[config.mk]
export PLATFORM = sky130hd
export DESIGN_NAME = image_scale_core_flat
export DESIGN_NICKNAME = d
export VERILOG_FILES = /design/src/rtl/image_scale_pkg.sv /design/src/rtl/image_scale_core_if.sv /design/src/rtl/image_scale_core_addr_gen.sv /design/src/rtl/image_scale_core.sv /design/src/flat_wrapper.sv
export SDC_FILE = /design/constraint.sdc
export NUM_CORES = 2
export LEC_CHECK = 0
export CAP_MARGIN = 30
export CORE_ASPECT_RATIO = 1.4
export CORE_UTILIZATION = 30
export DETAILED_ROUTE_END_ITERATION = 8
export GPL_ROUTABILITY_DRIVEN = 0
export SYNTH_ARGS = -nofsm -noshare
export SYNTH_HDL_FRONTEND = slang
export SYNTH_SLANG_ARGS = --single-unit
[constraint.sdc]
create_clock -name clk -period 12.9 [get_ports clk]
set_input_delay 1.29 -clock clk [delete_from_list [all_inputs] [get_ports clk]]
set_output_delay 1.29 -clock clk [all_outputs]
set_load 0.01 [all_outputs]
[src/rtl/image_scale_pkg.sv]
// Shared types and constants for the image scaling engine.
package image_scale_pkg;

  localparam int DEF_ADDR_W = 16;
  localparam int DEF_PIX_W  = 8;

  localparam logic [1:0] ALGO_BLK_AVG = 2'd0;
  localparam logic [1:0] ALGO_NN_IN   = 2'd1;
  localparam logic [1:0] ALGO_NN_OUT  = 2'd2;
  localparam logic [1:0] ALGO_REPL    = 2'd3;

  typedef enum logic [1:0] {
    ST_RUN,
    ST_WRITE,
    ST_NEXT,
    ST_DONE
  } state_e;

  typedef struct packed {
    logic [3:0] f;
    logic [1:0] k;
  } factor_t;

  function automatic factor_t decode_factor(input logic [1:0] sel);
    factor_t r;
    case (sel)
      2'b01:   r = '{f: 4'd4, k: 2'd2};
      2'b10:   r = '{f: 4'd8, k: 2'd3};
      default: r = '{f: 4'd2, k: 2'd1};
    endcase
    return r;
  endfunction

endpackage

[src/rtl/image_scale_core_if.sv]
// Source-read / destination-write memory bus of the scaling engine.
interface image_scale_core_if #(
  parameter int ADDR_W = 16,
  parameter int PIX_W  = 8
);
  logic [ADDR_W-1:0] rd_addr;
  logic [PIX_W-1:0]  rd_data;
  logic [ADDR_W-1:0] wr_addr;
  logic [PIX_W-1:0]  wr_data;
  logic              wr_en;

  modport master (output rd_addr, wr_addr, wr_data, wr_en, input rd_data);
  modport slave  (input rd_addr, wr_addr, wr_data, wr_en, output rd_data);
endinterface

[src/rtl/image_scale_core_addr_gen.sv]
// Unit row/col/cycle counters, sub-pixel offsets and read/write addresses.
module scale_addr_gen
  import image_scale_pkg::*;
#(
  parameter int ADDR_W = DEF_ADDR_W
) (
  input  logic              clk,
  input  logic              rst,
  input  logic [1:0]        algo_sel,
  input  logic [1:0]        factor_in_sel,
  input  logic [1:0]        factor_out_sel,
  input  logic [9:0]        width,
  input  logic [9:0]        height,
  input  logic              step,
  input  logic              advance,
  output logic [6:0]        cntr,
  output logic [1:0]        shift_k,
  output logic [ADDR_W-1:0] row,
  output logic [ADDR_W-1:0] col,
  output logic [ADDR_W-1:0] rd_addr,
  output logic [ADDR_W-1:0] wr_addr,
  output logic              last_unit,
  output logic              zero_size
);

  logic [ADDR_W-1:0] row_q, row_d, col_q, col_d;
  logic [6:0]        cntr_q, cntr_d;
  logic              zoom_in;
  factor_t           fac;
  logic [ADDR_W-1:0] w_ext, h_ext, nw, nh, unit_w, unit_h, dx, dy;
  logic [6:0]        idx, mask;

  always_comb begin
    zoom_in = (algo_sel == ALGO_NN_IN) || (algo_sel == ALGO_REPL);
    fac     = zoom_in ? decode_factor(factor_in_sel) : decode_factor(factor_out_sel);
    w_ext   = ADDR_W'(width);
    h_ext   = ADDR_W'(height);
    nw      = zoom_in ? (w_ext << fac.k) : (w_ext >> fac.k);
    nh      = zoom_in ? (h_ext << fac.k) : (h_ext >> fac.k);
    // Replication iterates over source pixels, everything else over destination pixels
    unit_w  = (algo_sel == ALGO_REPL) ? w_ext : nw;
    unit_h  = (algo_sel == ALGO_REPL) ? h_ext : nh;
    // Replication writes start at cycle 2, block-average reads at cycle 0
    idx     = (algo_sel == ALGO_REPL) ? (cntr_q - 7'd2) : cntr_q;
    mask    = 7'(fac.f) - 7'd1;
    dx      = ADDR_W'(idx & mask);
    dy      = ADDR_W'(idx >> fac.k);
  end

  always_comb begin
    case (algo_sel)
      ALGO_BLK_AVG: rd_addr = ((row_q << fac.k) + dy) * w_ext + (col_q << fac.k) + dx;
      ALGO_NN_IN:   rd_addr = (row_q >> fac.k) * w_ext + (col_q >> fac.k);
      ALGO_NN_OUT:  rd_addr = (row_q << fac.k) * w_ext + (col_q << fac.k);
      default:      rd_addr = row_q * w_ext + col_q;
    endcase
    if (algo_sel == ALGO_REPL) wr_addr = ((row_q << fac.k) + dy) * nw + (col_q << fac.k) + dx;
    else                       wr_addr = row_q * nw + col_q;
  end

  always_comb begin
    zero_size = (nw == '0) || (nh == '0);
    last_unit = (row_q == unit_h - 1'b1) && (col_q == unit_w - 1'b1);
    row_d     = row_q;
    col_d     = col_q;
    cntr_d    = cntr_q;
    if (advance) begin
      cntr_d = '0;
      if (!last_unit) begin
        if (col_q == unit_w - 1'b1) begin
          col_d = '0;
          row_d = row_q + 1'b1;
        end else begin
          col_d = col_q + 1'b1;
        end
      end
    end else if (step) begin
      cntr_d = cntr_q + 7'd1;
    end
  end

  always_ff @(posedge clk or posedge rst) begin
    if (rst) begin
      row_q  <= '0;
      col_q  <= '0;
      cntr_q <= '0;
    end else begin
      row_q  <= row_d;
      col_q  <= col_d;
      cntr_q <= cntr_d;
    end
  end

  assign cntr    = cntr_q;
  assign shift_k = fac.k;
  assign row     = row_q;
  assign col     = col_q;

endmodule

[src/rtl/image_scale_core.sv]
// Frame-level image rescaler: FSM, sample accumulate/capture and write datapath.
// Optional BLOCK_AVG_ROUND_EN: round-half-up block average instead of truncation.
module image_scale_core
  import image_scale_pkg::*;
#(
  parameter int ADDR_W = DEF_ADDR_W,
  parameter int PIX_W  = DEF_PIX_W
) (
  input  logic                clk,
  input  logic                rst,
  input  logic [1:0]          algo_sel,
  input  logic [1:0]          factor_in_sel,
  input  logic [1:0]          factor_out_sel,
  input  logic [9:0]          width,
  input  logic [9:0]          height,
  image_scale_core_if.master  mem,
  output logic [ADDR_W-1:0]   row,
  output logic [ADDR_W-1:0]   col,
  output logic                frame_done
);

  state_e      state_q, state_d;
  logic [15:0] sum_q, sum_d;
  logic [6:0]  cntr, n_sq, last_rd;
  logic [1:0]  shift_k;
  logic [2:0]  sh;
  logic [16:0] avg;
  logic        step, advance, last_unit, zero_size;

  scale_addr_gen #(.ADDR_W(ADDR_W)) u_addr_gen (
    .clk            (clk),
    .rst            (rst),
    .algo_sel       (algo_sel),
    .factor_in_sel  (factor_in_sel),
    .factor_out_sel (factor_out_sel),
    .width          (width),
    .height         (height),
    .step           (step),
    .advance        (advance),
    .cntr           (cntr),
    .shift_k        (shift_k),
    .row            (row),
    .col            (col),
    .rd_addr        (mem.rd_addr),
    .wr_addr        (mem.wr_addr),
    .last_unit      (last_unit),
    .zero_size      (zero_size)
  );

  // NEXT carries the unit's final write so the next unit starts without a gap
  always_comb begin
    sh      = {shift_k, 1'b0};
    n_sq    = 7'd1 << sh;
    last_rd = (algo_sel == ALGO_BLK_AVG) ? n_sq : 7'd1;
    state_d = state_q;
    sum_d   = sum_q;
    step    = 1'b0;
    advance = 1'b0;
    mem.wr_en = 1'b0;
    case (state_q)
      ST_RUN: begin
        if (zero_size) begin
          state_d = ST_DONE;
        end else begin
          step = 1'b1;
          if (cntr == 7'd1)
            sum_d = 16'(mem.rd_data);
          else if (cntr > 7'd1 && algo_sel == ALGO_BLK_AVG)
            sum_d = sum_q + 16'(mem.rd_data);
          if (cntr == last_rd)
            state_d = (algo_sel == ALGO_REPL) ? ST_WRITE : ST_NEXT;
        end
      end
      ST_WRITE: begin
        mem.wr_en = 1'b1;
        step      = 1'b1;
        if (cntr == n_sq) state_d = ST_NEXT;
      end
      ST_NEXT: begin
        mem.wr_en = 1'b1;
        advance   = 1'b1;
        state_d   = last_unit ? ST_DONE : ST_RUN;
      end
      default: ;
    endcase
  end

  always_comb begin
`ifdef BLOCK_AVG_ROUND_EN
    avg = ({1'b0, sum_q} + (17'd1 << (sh - 3'd1))) >> sh;
`else
    avg = {1'b0, sum_q} >> sh;
`endif
    mem.wr_data = (algo_sel == ALGO_BLK_AVG) ? PIX_W'(avg) : PIX_W'(sum_q);
  end

  always_ff @(posedge clk or posedge rst) begin
    if (rst) begin
      state_q <= ST_RUN;
      sum_q   <= '0;
    end else begin
      state_q <= state_d;
      sum_q   <= sum_d;
    end
  end

  assign frame_done = (state_q == ST_DONE);

endmodule

[src/flat_wrapper.sv]
// flat-port wrapper written by rule: the top's interface ports become plain ports
module image_scale_core_flat import image_scale_pkg::*;
#(
  parameter int ADDR_W = DEF_ADDR_W,
  parameter int PIX_W  = DEF_PIX_W
)
  (clk, rst, algo_sel, factor_in_sel, factor_out_sel, width, height, row, col, frame_done, mem_rd_addr, mem_wr_addr, mem_wr_data, mem_wr_en, mem_rd_data);
  image_scale_core_if #(.ADDR_W(ADDR_W), .PIX_W(PIX_W)) mem_i ();
  input  logic clk;
  input  logic rst;
  input  logic [1:0] algo_sel;
  input  logic [1:0] factor_in_sel;
  input  logic [1:0] factor_out_sel;
  input  logic [9:0] width;
  input  logic [9:0] height;
  output logic [ADDR_W-1:0] row;
  output logic [ADDR_W-1:0] col;
  output logic frame_done;
  output wire logic [$bits(mem_i.rd_addr)-1:0] mem_rd_addr;
  output wire logic [$bits(mem_i.wr_addr)-1:0] mem_wr_addr;
  output wire logic [$bits(mem_i.wr_data)-1:0] mem_wr_data;
  output wire logic [$bits(mem_i.wr_en)-1:0] mem_wr_en;
  input wire logic [$bits(mem_i.rd_data)-1:0] mem_rd_data;
  assign mem_rd_addr = mem_i.rd_addr;
  assign mem_wr_addr = mem_i.wr_addr;
  assign mem_wr_data = mem_i.wr_data;
  assign mem_wr_en = mem_i.wr_en;
  assign mem_i.rd_data = mem_rd_data;
  image_scale_core #(.ADDR_W(ADDR_W), .PIX_W(PIX_W)) u_core (.clk(clk), .rst(rst), .algo_sel(algo_sel), .factor_in_sel(factor_in_sel), .factor_out_sel(factor_out_sel), .width(width), .height(height), .mem(mem_i), .row(row), .col(col), .frame_done(frame_done));
endmodule
* Word-level counts from Yosys, hierarchy flattened *
Index checks and enable logic that the tools add are counted.

word-level totals
  flip-flop bits (word level) = 57
  input bits = 36
  output and inout port bits = 74

operators by class
  add/sub/neg operators = 17
  multipliers = 6
  magnitude comparators = 1
  equal/unequal tests = 17
  shift-type cells = 11
  muxes and demuxes = 27
  bitwise logic cells = 3
  reductions and logical operators = 16

operators with widths
  kind                                                 number
  two-way mux 16 bit                                   8
  adder 16 bit                                         7
  multiplier 16 x 10 -> 16 bit                         4
  one-hot mux 16 bit (3 select lines)                  1
  adder 16 x 1 -> 16 bit, second input constant        2
  adder 16 x 7 -> 16 bit                               2
  equality test 16 bit                                 2
  zero test 16 bit                                     2
  multiplier 16 x 16 -> 16 bit                         2
  left shift 10 x 2 -> 16 bit                          2
  left shift 16 x 2 -> 16 bit                          2
  right shift 10 x 2 -> 16 bit                         2
  right shift 16 x 2 -> 16 bit                         2
  subtractor 16 x 1 -> 16 bit, second input constant   2
  two-way mux 7 bit                                    4
  one-hot mux 6 bit (2 select lines)                   2
  adder 16 x 8 -> 16 bit                               1
  right shift 16 x 3 -> 8 bit                          1
  right shift 7 x 2 -> 16 bit                          1
  equality test 7 bit                                  2
  equality test 2 bit, second input constant           6
  two-way mux 2 bit                                    5
  AND reduction 3 bit                                  3
  equality test 2 x 1 -> 1 bit, second input constant  4
  22 further kinds                                     29

* Longest topological paths before layout *
  depth in word-level cells = 11
  depth in mapped cells = 46
  depth with buffers taken out = 37

* Modules after synthesis *
Synthesis repeated with hierarchy kept, for this count alone.

second synthesis, totals
  cells, all modules = 3962
  area total of the unflattened synthesis = 32535.0 µm²

by module, submodules not included
  module            times used  cells each  area an instance (µm²)  seq. area each (µm²)
  scale_addr_gen    1           3732        30759.5                 975.9
  image_scale_core  1           230         1775.5                  400.4

* Least setup slack after synthesis *
OpenSTA, ideal clock, no wires.

  path type = input-to-output
  from = input port factor_in_sel[0]
  to = output port mem_wr_addr[15]
  arrival = 11.126 ns
  required time = 11.610 ns
  slack = 0.484 ns
  stages on the path = 43
  cells stage by stage = inv_1 ha_1 buf_6 buf_2 nand2_1 o21ai_1 inv_2 buf_2 buf_2 buf_2 buf_1 clkbuf_1 buf_1 o21ai_0 ha_1 fa_1 a211oi_1 o21ai_0 (+7 left out) fa_1 inv_1 fa_1 inv_1 fa_1 fa_1 xnor2_1 xnor2_1 xnor2_1 xnor2_1 xnor2_1 xnor2_1 xnor3_1 xnor3_1 xnor2_1 xnor2_1 nor2_1 a21oi_1

between the ends
  cells in the longest elaborated chain, start to end = 9
  elaborated cells on any way between the ends = 19
  classes of those cells = add/sub: 5; mul: 2; eq/ne: 2; shift: 5; mux: 4; bitwise: 1

RTL lines
  item                                                                 line                                                              text
  start, declared                                                      flat_wrapper.sv:12                                                input logic [1:0] factor_in_sel;
  equality test 2 bit or equality test 2 x 1 -> 1 bit (tied branches)  image_scale_pkg.sv:26                                             case (sel)
  one-hot mux 6 bit (2 select lines) (*)                               image_scale_pkg.sv:26
  two-way mux 6 bit (*)                                                image_scale_core_addr_gen.sv:35                                   fac = zoom_in ? decode_factor(factor_in_sel) : decode_factor(factor_out_sel);
  left shift 16 x 2 -> 16 bit (tied with other cells)                  image_scale_core_addr_gen.sv:57                                   if (algo_sel == ALGO_REPL) wr_addr = ((row_q << fac.k) + dy) * nw + (col_q << fac.k) + dx;
  adder 16 bit or two-way mux 16 bit (tied branches)                   image_scale_core_addr_gen.sv:57, image_scale_core_addr_gen.sv:38
  multiplier 16 x 16 -> 16 bit                                         image_scale_core_addr_gen.sv:57
  adder 16 bit                                                         image_scale_core_addr_gen.sv:57
  adder 16 x 7 -> 16 bit                                               image_scale_core_addr_gen.sv:57
  two-way mux 16 bit (*)                                               image_scale_core_addr_gen.sv:57
  end, declared                                                        flat_wrapper.sv:20                                                output wire logic [$bits(mem_i.wr_addr)-1:0] mem_wr_addr;

Every way passes the cells marked *; elsewhere a longest branch is shown, timed or not.

* Worst setup path after layout *
  from = input port factor_out_sel[0]
  to = output port mem_wr_addr[15]

between the ends
  cells in the longest elaborated chain, start to end = 9
  elaborated cells on any way between the ends = 19
  classes of those cells = add/sub: 5; mul: 2; eq/ne: 2; shift: 5; mux: 4; bitwise: 1

RTL lines
  item                                                                 line                                                              text
  start, declared                                                      flat_wrapper.sv:13                                                input logic [1:0] factor_out_sel;
  equality test 2 bit or equality test 2 x 1 -> 1 bit (tied branches)  image_scale_pkg.sv:26
  one-hot mux 6 bit (2 select lines) (*)                               image_scale_pkg.sv:26
  two-way mux 6 bit (*)                                                image_scale_core_addr_gen.sv:35
  left shift 16 x 2 -> 16 bit (tied with other cells)                  image_scale_core_addr_gen.sv:57
  adder 16 bit or two-way mux 16 bit (tied branches)                   image_scale_core_addr_gen.sv:57, image_scale_core_addr_gen.sv:38
  multiplier 16 x 16 -> 16 bit                                         image_scale_core_addr_gen.sv:57
  adder 16 bit                                                         image_scale_core_addr_gen.sv:57
  adder 16 x 7 -> 16 bit                                               image_scale_core_addr_gen.sv:57
  two-way mux 16 bit (*)                                               image_scale_core_addr_gen.sv:57

Marked as above.

==> reports/qor_table.md <==
| Group | Result | Value |
|:---|:---|:---|
| status | Run status | completed |
| power | PD cells | 159 nW/um2 |
| yosys | Primary flip-flop cell chosen by synthesis mapping | sky130_fd_sc_hd__dfrtp_1 |
| timing | Slew Viols, Final | 0 |
| routing | Iteration count of the initial detailed-routing pass | 5 |
| global route | Met1 track demand over resource in global routing | 23.3% |
| critical path | Launch instance of the worst register-to-register path | u_core.u_addr_gen.col[9] |
| global route | GR peak layer | met2 |
| hold path | Start point of the worst min-delay path | u_core.sum_q[0] |
| critical path | Worst path slowest cell | sky130_fd_sc_hd__fa_1 |
| power | Leakage power figure | 16.2 nW |
| floorplan | Die Footprint | 108000 um2 |
| global route | Pin count of the biggest net entering global routing | 64 |
| placed design | Detailed placer's ending HPWL | 91300 um |
| yosys | Post-Synthesis Cells | 3933 |
| timing | Setup violators final | 0 |
| critical path | CP Max Fanout | 27 |
| yosys | Number of warnings reported in the yosys synthesis log | 0 |
| timing | Headroom to the max-slew limit | 35.9% |
| yosys | Avg Synthesized Cell Area | 8.17 um2 |
| final layout | Filler cells | 11200 |
| final layout | Total number of nets in the final design | 4798 |
| routing | Post-route ant nets | 0 |
| cts | Total number of H-tree levels | 2 |
| critical path | Most frequent cell on the critical path | sky130_fd_sc_hd__xnor2_1 |
| critical path | Kind of start point of the critical path | primary input |
| placed design | Number of port buffers | 109 |
| routing | Total wire length | 115000 um |
| global route | Global Route met2 Usage | 37.5% |
| final layout | Share of post-route cells with drive strength above 1 | 5.30% |
| routing | Per-cell routed wire length | 21.6 um |
| yosys | Flip-flop and latch count after synthesis | 55 |
| cts | Total of hold buffers inserted after clock tree synthesis | 0 |
| floorplan | Horizontal die dimension | 279 um |
| cts | Clk root buf | sky130_fd_sc_hd__clkbuf_16 |
| timing | Maximum clock skew at final layout | 11.3 ps |
| routing | Vias per inst | 5.20 |
| routing | Number of DRC markers after the initial detailed-route iteration | 2031 |
| run | Max-Cap Viols | 0 |
| critical path | Crit path required time | 11610 ps |
| global route | Vias in the first global route | 28900 |
| critical path | Worst path max stage delay | 580 ps |
| yosys | Distinct cells, synth | 93 |
| hold path | Type of the most critical hold path | reg2reg |
| final layout | Layout-stage area growth over the synthesis result | 9.34% |
| final layout | Area of the multi-input gates | 27100 um2 |
| yosys | Number of flops mapped to enable cells by yosys | 0 |
| critical path | Crit. Startpoint | factor_out_sel[0] |
| cts | Clock insertion delay at the later pin of the skew report | 310 ps |
| floorplan | Effective utilization at floorplan | 30.3% |
| global route | Fraction of met3 tracks used by global routing | 2.98% |
| timing | Worst slew pin tran | 962 ps |
| yosys | Cell accounting for the most synthesized area | sky130_fd_sc_hd__fa_1 |
| routing | Post-detailed-route DRC marker count | 0 |
| cts | Number of CTS-inserted buffers | 5 |
| global route | Remaining Overflow, GRT | 0 |
| routing | Count of vias placed by the detailed router | 27600 |
| floorplan | I/O pin total | 110 |
| power | Maximum resistive drop on vdd | 0.229 mV |
| timing | Accumulated negative setup slack | 0 ps |
| cts | Clock slew seen by the registers of the worst setup and hold paths | 70 ps |
| yosys | Sequential cell area fraction in the yosys report | 4.28% |
| yosys | Leading cell types by total area after synthesis | sky130_fd_sc_hd__fa_1 (33%), sky130_fd_sc_hd__ha_1 (11%), sky130_fd_sc_hd__inv_1 (8.7%) |
| timing | Final-report hold violation count | 0 |
| cts | TritonCTS clock tree | yes |
| floorplan | Die Y | 389 um |
| cts | Number of sinks handled by clock tree synthesis | 55 |
| yosys | Fraction of registers with async set or reset after synthesis | 100% |
| yosys | Mapped cell area | 32100 um2 |
| timing | Fin crit period | 12210 ps |
| global route | Wire length of the first global-routing pass | 174000 um |
| critical path | Crit Path Category | in2out |
| global route | Antenna violations before repair | 3 |
| floorplan | Core area | 106000 um2 |
| timing | Maximum clock frequency | 0.0819 GHz |
| power | Final Power | 0.00558 W |
| yosys | Net count after synthesis | 4787 |
| global route | Global routing usage summed across all routing layers | 21.2% |
| final layout | Storage cell area | 1380 um2 |
| floorplan | Std cell rows | 141 |
| critical path | Data arrival time at the worst-slack endpoint | 10920 ps |
| timing | Share of the clock period used by the worst path after layout | 94.6% |
| yosys | Area share of the leading cell type in the synthesized netlist | 33.5% |
| timing | Setup repair after global routing missed its margin | false |
| critical path | Crit end category | output pin |
| cts | Clock Path Buffers | 2 |
==> through the flow <==
step	utilization (%)	cell area (um2)	setup slack, ps	hold slack (ps)	instances
2_1_floorplan	-	32100	484	476	3933
3_3_place_gp	32.9	34900	228	500	5291
3_5_place_dp	33.0	34900	150	522	5293
4_1_cts	33.1	35100	139	538	5301
5_1_grt	33.2	35100	13.5	565	5303
6_report	33.2	35100	691	532	5304
==> placed cells by master (no fill, tap or decap), types with 7 or more instances in the layout <==
cell type / netlist / final
sky130_fd_sc_hd__a21boi_0: 8 / 7
sky130_fd_sc_hd__xor2_1: 65 / 64
sky130_fd_sc_hd__a22oi_1: 11 / 11
sky130_fd_sc_hd__or3_1: 9 / 9
sky130_fd_sc_hd__o21bai_1: 14 / 14
sky130_fd_sc_hd__mux2i_1: 107 / 107
sky130_fd_sc_hd__o21ai_0: 139 / 138
sky130_fd_sc_hd__clkdlybuf4s50_1: 0 / 100
sky130_fd_sc_hd__nand3_1: 45 / 45
sky130_fd_sc_hd__fa_1: 537 / 537
sky130_fd_sc_hd__or2_2: 14 / 14
sky130_fd_sc_hd__a21oi_1: 96 / 94
sky130_fd_sc_hd__nand2b_1: 17 / 17
sky130_fd_sc_hd__nand2_1: 570 / 569
sky130_fd_sc_hd__a21o_1: 24 / 24
sky130_fd_sc_hd__nor2_1: 161 / 161
sky130_fd_sc_hd__a31oi_1: 10 / 10
sky130_fd_sc_hd__and2_1: 270 / 269
sky130_fd_sc_hd__xnor2_1: 205 / 201
sky130_fd_sc_hd__buf_4: 5 / 121
sky130_fd_sc_hd__inv_1: 742 / 741
sky130_fd_sc_hd__ha_1: 281 / 281
sky130_fd_sc_hd__o211ai_1: 16 / 16
sky130_fd_sc_hd__mux4_2: 19 / 19
sky130_fd_sc_hd__o21a_1: 16 / 16
sky130_fd_sc_hd__nor3b_1: 7 / 7
sky130_fd_sc_hd__a211oi_1: 11 / 9
sky130_fd_sc_hd__a22o_1: 7 / 7
sky130_fd_sc_hd__o31ai_1: 7 / 7
sky130_fd_sc_hd__mux2_2: 7 / 7
sky130_fd_sc_hd__buf_2: 16 / 9
sky130_fd_sc_hd__nor2b_1: 37 / 37
sky130_fd_sc_hd__nand4_1: 16 / 16
sky130_fd_sc_hd__and3_1: 31 / 31
sky130_fd_sc_hd__nor3_1: 40 / 40
sky130_fd_sc_hd__dfrtp_1: 55 / 55
==> per-layer routing <==
metal / part of all wire (%) / wire length [um]
met5: 0.010 / 12
met4: 8.5 / 9730
met3: 6.8 / 7780
met2: 49 / 56300
met1: 36 / 40800
==> cells by family after synthesis <==
kind of cell | synth area share (%)
AOI/OAI and AO/OA | 8.65
xor gates and xnor gates | 7.57
adders and majority gates | 44.4
buffers and inverters | 11.6
DFF | 4.28
muxes | 4.96
and+or+nand+nor | 18.5
==> flip-flops by register name (all words and copies together) (netlist names) <==
signal and cells:
u_core.u_addr_gen.col 16, u_core.u_addr_gen.row 16, u_core.sum_q 14, u_core.u_addr_gen.cntr 7, u_core.state_q 2
==> power by group <==
part / total (W) / switching, W / internal [W]
Combinational: 0.00512 / 0.00299 / 0.00213
Clock: 0.000148 / 0.0000728 / 0.0000750
Sequential: 0.000309 / 0.000100 / 0.000209
Total: 0.00558 / 0.00316 / 0.00241
==> final timing paths <==
check                                                  to  slack (ps)  cells after the start
worst max-delay path                      mem_wr_addr[15]         690                     40
worst min-delay path                      u_core.sum_q[0]         530                      2
worst max register to register   u_core.u_addr_gen.row[4]        9150                      8
worst min register to register            u_core.sum_q[0]         530                      2
max in group asynchronous        u_core.u_addr_gen.col[5]       10900                      3
min in group asynchronous       u_core.u_addr_gen.col[13]        1500                      3
==> cells in the mapped netlist, types with 65 or more instances <==
cell                       count
sky130_fd_sc_hd__a21oi_1      96
sky130_fd_sc_hd__and2_1      270
sky130_fd_sc_hd__clkbuf_1    181
sky130_fd_sc_hd__fa_1        537
sky130_fd_sc_hd__ha_1        281
sky130_fd_sc_hd__inv_1       742
sky130_fd_sc_hd__mux2i_1     107
sky130_fd_sc_hd__nand2_1     570
sky130_fd_sc_hd__nor2_1      161
sky130_fd_sc_hd__o21ai_0     139
sky130_fd_sc_hd__xnor2_1     205
sky130_fd_sc_hd__xor2_1       65
==> critical path: cells and delay by family <==
family          cells  cell delay, ps
simple gates        4             500
buf+inv            10            1940
xor+xnor           11            2140
mux                 1             260
compound gates      6            1070
fa+ha+maj           8            3720
==> area by class of cell <==
type / count / share of cell area (%)
Tap cell: 1358 / 4.84
Clock buffer: 5 / 0.356
Clock inverter: 3 / 0.0962
Antenna cell: 1 / 0.00712
Sequential cell: 55 / 3.92
Multi-Input combinational cell: 2902 / 77.1
Inverter: 747 / 7.99
Timing Repair Buffer: 233 / 5.70
==> repair_timing <==
item / in CTS / in global routing
hold endpoints to repair: 0 / 0
endpoints found under the setup margin: 0 / 1
gates resized for setup: 0 / 9
setup buffers: 0 / 1
No activity file was read; power rests on OpenSTA's default activity.
